==> config.mk <==
export PLATFORM = sky130hd
export DESIGN_NAME = pc_sequencer
export DESIGN_NICKNAME = d
export VERILOG_FILES = /design/src/rtl/pc_sequencer.sv
export SDC_FILE = /design/constraint.sdc
export NUM_CORES = 1
export LEC_CHECK = 0
export BUFFER_PORTS_ARGS = -buffer_cell sky130_fd_sc_hd__buf_2
export CAP_MARGIN = 20
export CORE_MARGIN = 3
export CORE_UTILIZATION = 35
export DETAILED_ROUTE_END_ITERATION = 10
export PLACE_DENSITY_LB_ADDON = 0.08
export SLEW_MARGIN = 30
export SYNTH_ARGS = -nofsm -noshare
export SYNTH_HDL_FRONTEND = slang
export SYNTH_SLANG_ARGS = --single-unit
==> constraint.sdc <==
create_clock -name clk -period 3.84 [get_ports clk]
set_clock_uncertainty 0.1 [all_clocks]
set_input_delay 0.96 -clock clk [delete_from_list [all_inputs] [get_ports clk]]
set_output_delay 0.96 -clock clk [all_outputs]
set_load 0.05 [all_outputs]
==> src/rtl/pc_sequencer.sv <==
// pc_sequencer: multi-cycle FETCH/DECODE/EXEC control FSM that owns the
// program counter, handshakes with instruction memory, latches the fetched
// word, commits pc+4 or a branch/jump target and counts retired instructions.
// A taken transfer to a misaligned target parks the FSM in TRAP; a halt
// request parks it in HALTED. Only rst leaves either of those states.

module pc_sequencer #(
    parameter int OPD_WIDTH = 32,
    parameter int PC_WIDTH  = 12,
    parameter int RESET_PC  = 0
) (
    input  logic                 clk,
    input  logic                 rst,
    // instruction memory
    output logic                 imem_req,
    output logic [PC_WIDTH-1:0]  imem_addr,
    input  logic                 imem_ack,
    input  logic [OPD_WIDTH-1:0] imem_rdata,
    // decoder
    output logic [OPD_WIDTH-1:0] instr,
    output logic                 instr_valid,
    // execute stage
    input  logic                 exec_done,
    input  logic                 branch,
    input  logic                 jump,
    input  logic [OPD_WIDTH-1:0] comp_result,
    input  logic [OPD_WIDTH-1:0] target,
    input  logic                 halt,
    // status
    output logic [PC_WIDTH-1:0]  pc,
    output logic [OPD_WIDTH-1:0] pc_plus4,
    output logic [OPD_WIDTH-1:0] instret,
    output logic                 halted,
    output logic                 misaligned
);

    localparam logic [PC_WIDTH-1:0] RESET_PC_V = PC_WIDTH'(RESET_PC);
    localparam logic [PC_WIDTH-1:0] PC_STEP    = PC_WIDTH'(4);

    typedef enum logic [2:0] {
        S_FETCH,
        S_DECODE,
        S_EXEC,
        S_HALTED,
        S_TRAP
    } state_e;

    state_e               state_q, state_d;
    logic [PC_WIDTH-1:0]  pc_q, pc_d;
    logic [OPD_WIDTH-1:0] instr_q, instr_d;
    logic [OPD_WIDTH-1:0] instret_q, instret_d;

    logic taken;
    logic target_misaligned;
    logic unused_target_hi;

    // A branch is taken only on an exact full-width compare result of 1.
    assign taken             = jump | (branch & (comp_result == OPD_WIDTH'(1)));
    assign target_misaligned = (target[1:0] != 2'b00);
    // Target bits above the PC width cannot address instruction memory.
    assign unused_target_hi  = ^target[OPD_WIDTH-1:PC_WIDTH];

    assign pc        = pc_q;
    assign imem_addr = pc_q;
    assign instr     = instr_q;
    assign instret   = instret_q;
    // Zero-extend before adding so the carry out of the pc is kept here.
    assign pc_plus4  = OPD_WIDTH'(pc_q) + OPD_WIDTH'(4);

    // State, pc, instruction latch and retire counter registers.
    always_ff @(posedge clk or posedge rst) begin
        if (rst) begin
            state_q   <= S_FETCH;
            pc_q      <= RESET_PC_V;
            instr_q   <= '0;
            instret_q <= '0;
        end else begin
            // NOTE: non-blocking assignments make every register sample the
            // pre-edge values, so the update order inside this block is irrelevant.
            state_q   <= state_d;
            pc_q      <= pc_d;
            instr_q   <= instr_d;
            instret_q <= instret_d;
        end
    end

    // Next-state logic and state-decoded outputs.
    always_comb begin
        // NOTE: every signal written below gets a default first, so no path
        // through the case leaves one unassigned and no latch is inferred.
        state_d     = state_q;
        pc_d        = pc_q;
        instr_d     = instr_q;
        instret_d   = instret_q;
        imem_req    = 1'b0;
        instr_valid = 1'b0;
        halted      = 1'b0;
        misaligned  = 1'b0;

        case (state_q)
            S_FETCH: begin
                imem_req = 1'b1;
                if (imem_ack) begin
                    instr_d = imem_rdata;
                    state_d = S_DECODE;
                end
            end

            S_DECODE: begin
                instr_valid = 1'b1;
                state_d     = S_EXEC;
            end

            S_EXEC: begin
                if (exec_done) begin
                    if (taken && target_misaligned) begin
                        // Trap wins over halt; pc and instret stay put.
                        state_d = S_TRAP;
                    end else begin
                        pc_d      = taken ? target[PC_WIDTH-1:0] : pc_q + PC_STEP;
                        instret_d = instret_q + OPD_WIDTH'(1);
                        state_d   = halt ? S_HALTED : S_FETCH;
                    end
                end
            end

            S_HALTED: begin
                halted = 1'b1;
            end

            S_TRAP: begin
                misaligned = 1'b1;
            end

            default: begin
                state_d = S_FETCH;
            end
        endcase
    end

endmodule

==> metrics <==
global-route wire length before repair=15600 µm; Slew Viols, Final=0; Row Count=38; Via density=4.72; Congestion Overflow GR=0; die height=113 µm; Max stage delay on crit path=0.50 ns; initial antenna violation count=0; worst-path cell chain=ha_1, nand2_1, or2_2, nor2_1, xor2_1, buf_2; Ports=227; Synth area leader=dfrtp_1; area grow syn2layout=29.9%; RSZ-0062 raised after global routing=no; Final period util=83.8%; die width=113 µm; Final Critical Period=3.22 ns; critical path's top delay family=simple AND/OR/NAND/NOR gates; DRT Pass-1 Iters=4; Post-DRT Antenna Nets=0; Max H-tree Level=3; Final Hold Fails=0; WP data required=2.78 ns; Crit path buffers/inverters=1; Hold Crit Class=flop to flop; Pleak=0.00264 µW; routed length per instance=14.2 µm; share of cells above drive strength 1=46.8%; top post-synthesis cells by area=dfrtp_1 50%, mux2_2 9.1%, buf_4 6.2%, xnor2_1 6.2%, nand3_1 2.9%; Initial Utilization=36.1%; Yosys cell types=47; # fillers=1081; Max Root-Sink Buffers=2; max_cap viols=0; slew margin rel.=48.4%; CTS tree=built; nets=640; # Post-CTS Setup Buffers=0; Synth top area share=49.8%; gpl congestion=0.782; Initial DRC Count=94; Mapped Cells=361; netlist area before placement=3970 µm²; Synth async-reset ratio=100%; maximum clock rate=311 MHz; Die Area=12700 µm²; number of synthesized register bits=79; Core ar.=11000 µm²; largest net degree at the start of global routing=80; worst vdd ir=0.544 mV; Avg Cell Area, Syn=11.0 µm²; worst slew pin tran=0.771 ns; cts bufs inserted=9; Setup crit end kind=output port; Via Count=3204; crit-path max FO=8; CTS root buf=clkbuf_16; R2R depth=7; Synth Flop Type=dfrtp_1; # hold bufs at CTS=0; Setup crit start kind=flop; hold path cells=1; WP data arrival=2.16 ns; status=completed; Worst Setup Path Type=flop to output port; pwr dens=862 nW/µm²; Synth warnings=0; count of input and output buffers=187; Post-synth EDFFs=0; vias in the first global route=3199; All-Layer GR Usage=15.2%; final total negative setup slack=0 ns; final wirelength=9640 µm; pre-CTS setup slack=0.678 ns; Clock Sinks=79; drc violations=0; Levels on crit path=6; CTS resizes=0; Antenna diodes=0; Clock Pin Slew Worst Setup and Hold Paths=0.06 ns; clock latency on the worst-skew pair=0.33 ns; fin worst setup slack=0.623 ns; dpl hpwl=7360 µm; Crit-path slowest cell=dfrtp_1; sequential-to-total area share from yosys stat=49.8%; final setup violation count=0
per-layer routing:
layer / global-route usage [%] / part of all wire, % / up-vias
met5: 0 / 0 / -
met4: 6.65 / 2.2 / 0
met3: 3.23 / 7.4 / 14
met2: 24.6 / 46 / 142
met1: 19.8 / 45 / 1499
li1: - / - / 1549
cell usage in the layout, fill, tap and decap left out, drive strengths merged, types with 2 or more instances in the layout:
cell	n
a21o	2
a21oi	12
and2	2
and3	10
and4	4
buf	193
clkbuf	11
clkinv	3
conb	19
dfrtp	79
ha	2
inv	4
mux2	32
mux2i	4
nand2	25
nand3	23
nand4	11
nor2	17
nor3	8
nor3b	2
nor4	6
nor4b	2
o21a	2
o21ai	10
o31ai	2
or2	2
or3	2
xnor2	29
xor2	10
report_power, final:
| part | leakage, µW | internal, µW | switching [µW] |
|---|---|---|---|
| sequential | 0.00100 | 1090 | 218 |
| combinational | 0.00151 | 581 | 1750 |
| clock | 0.000135 | 498 | 315 |
state kept, by name, summed over array words and instances, names as in the netlist:
register and cells:
state_q 3, imem_addr 12, instr 32, instret 32
area by class of cell:
| cell class | count | area [µm²] | share of cell area, % |
|---|---|---|---|
| clock buffer | 11 | 233 | 4.51 |
| clock inverter | 4 | 47.5 | 0.922 |
| inverter | 5 | 20.0 | 0.388 |
| multi-input combinational | 247 | 1710 | 33.2 |
| sequential | 79 | 1980 | 38.3 |
| tap | 140 | 175 | 3.40 |
| timing repair buffer | 193 | 993 | 19.3 |
Yosys cell counts (6+ instances only):
cell / instances
nand2_1: 25
xor2_1: 10
and3_1: 9
xnor2_1: 28
mux2_2: 32
nand3_1: 23
nand4_1: 11
buf_4: 33
buf_2: 6
o21ai_0: 10
nor3_1: 7
a21oi_1: 11
dfrtp_1: 79
nor2_1: 17
worst paths after layout:
kind / start / endpoint / slack, ns
max in group asynchronous: rst / imem_addr[9] / 2.70
min: instret[31] / instret[31] / 0.37
min in group asynchronous: rst / instret[31] / 0.63
max reg2reg: state_q[2] / instret[22] / 1.61
max: imem_addr[2] / pc_plus4[10] / 0.62
min reg2reg: instret[31] / instret[31] / 0.37
kinds of logic after synthesis:
family,Yosys count,share of synthesized area [%]
simple gates,118,16.5
flops,79,49.8
buf+inv,53,8.92
xor+xnor,39,8.79
mux,36,10.1
compound gates,33,5.14
fa+ha+maj,2,0.630
other cells,1,0.0945
per-stage QoR:
step	std cells	total power (µW)	cell area (µm²)	hold WS, ns	utilization (%)
2_1_floorplan	379	3220	4040	0.388	-
3_3_place_gp	664	3650	4880	0.359	44.4
3_5_place_dp	664	3670	4880	0.365	44.4
4_1_cts	679	4500	5160	0.372	47.0
5_1_grt	679	4670	5160	0.405	47.0
6_report	679	4450	5160	0.369	47.0
No activity file was read; power rests on OpenSTA's default activity.
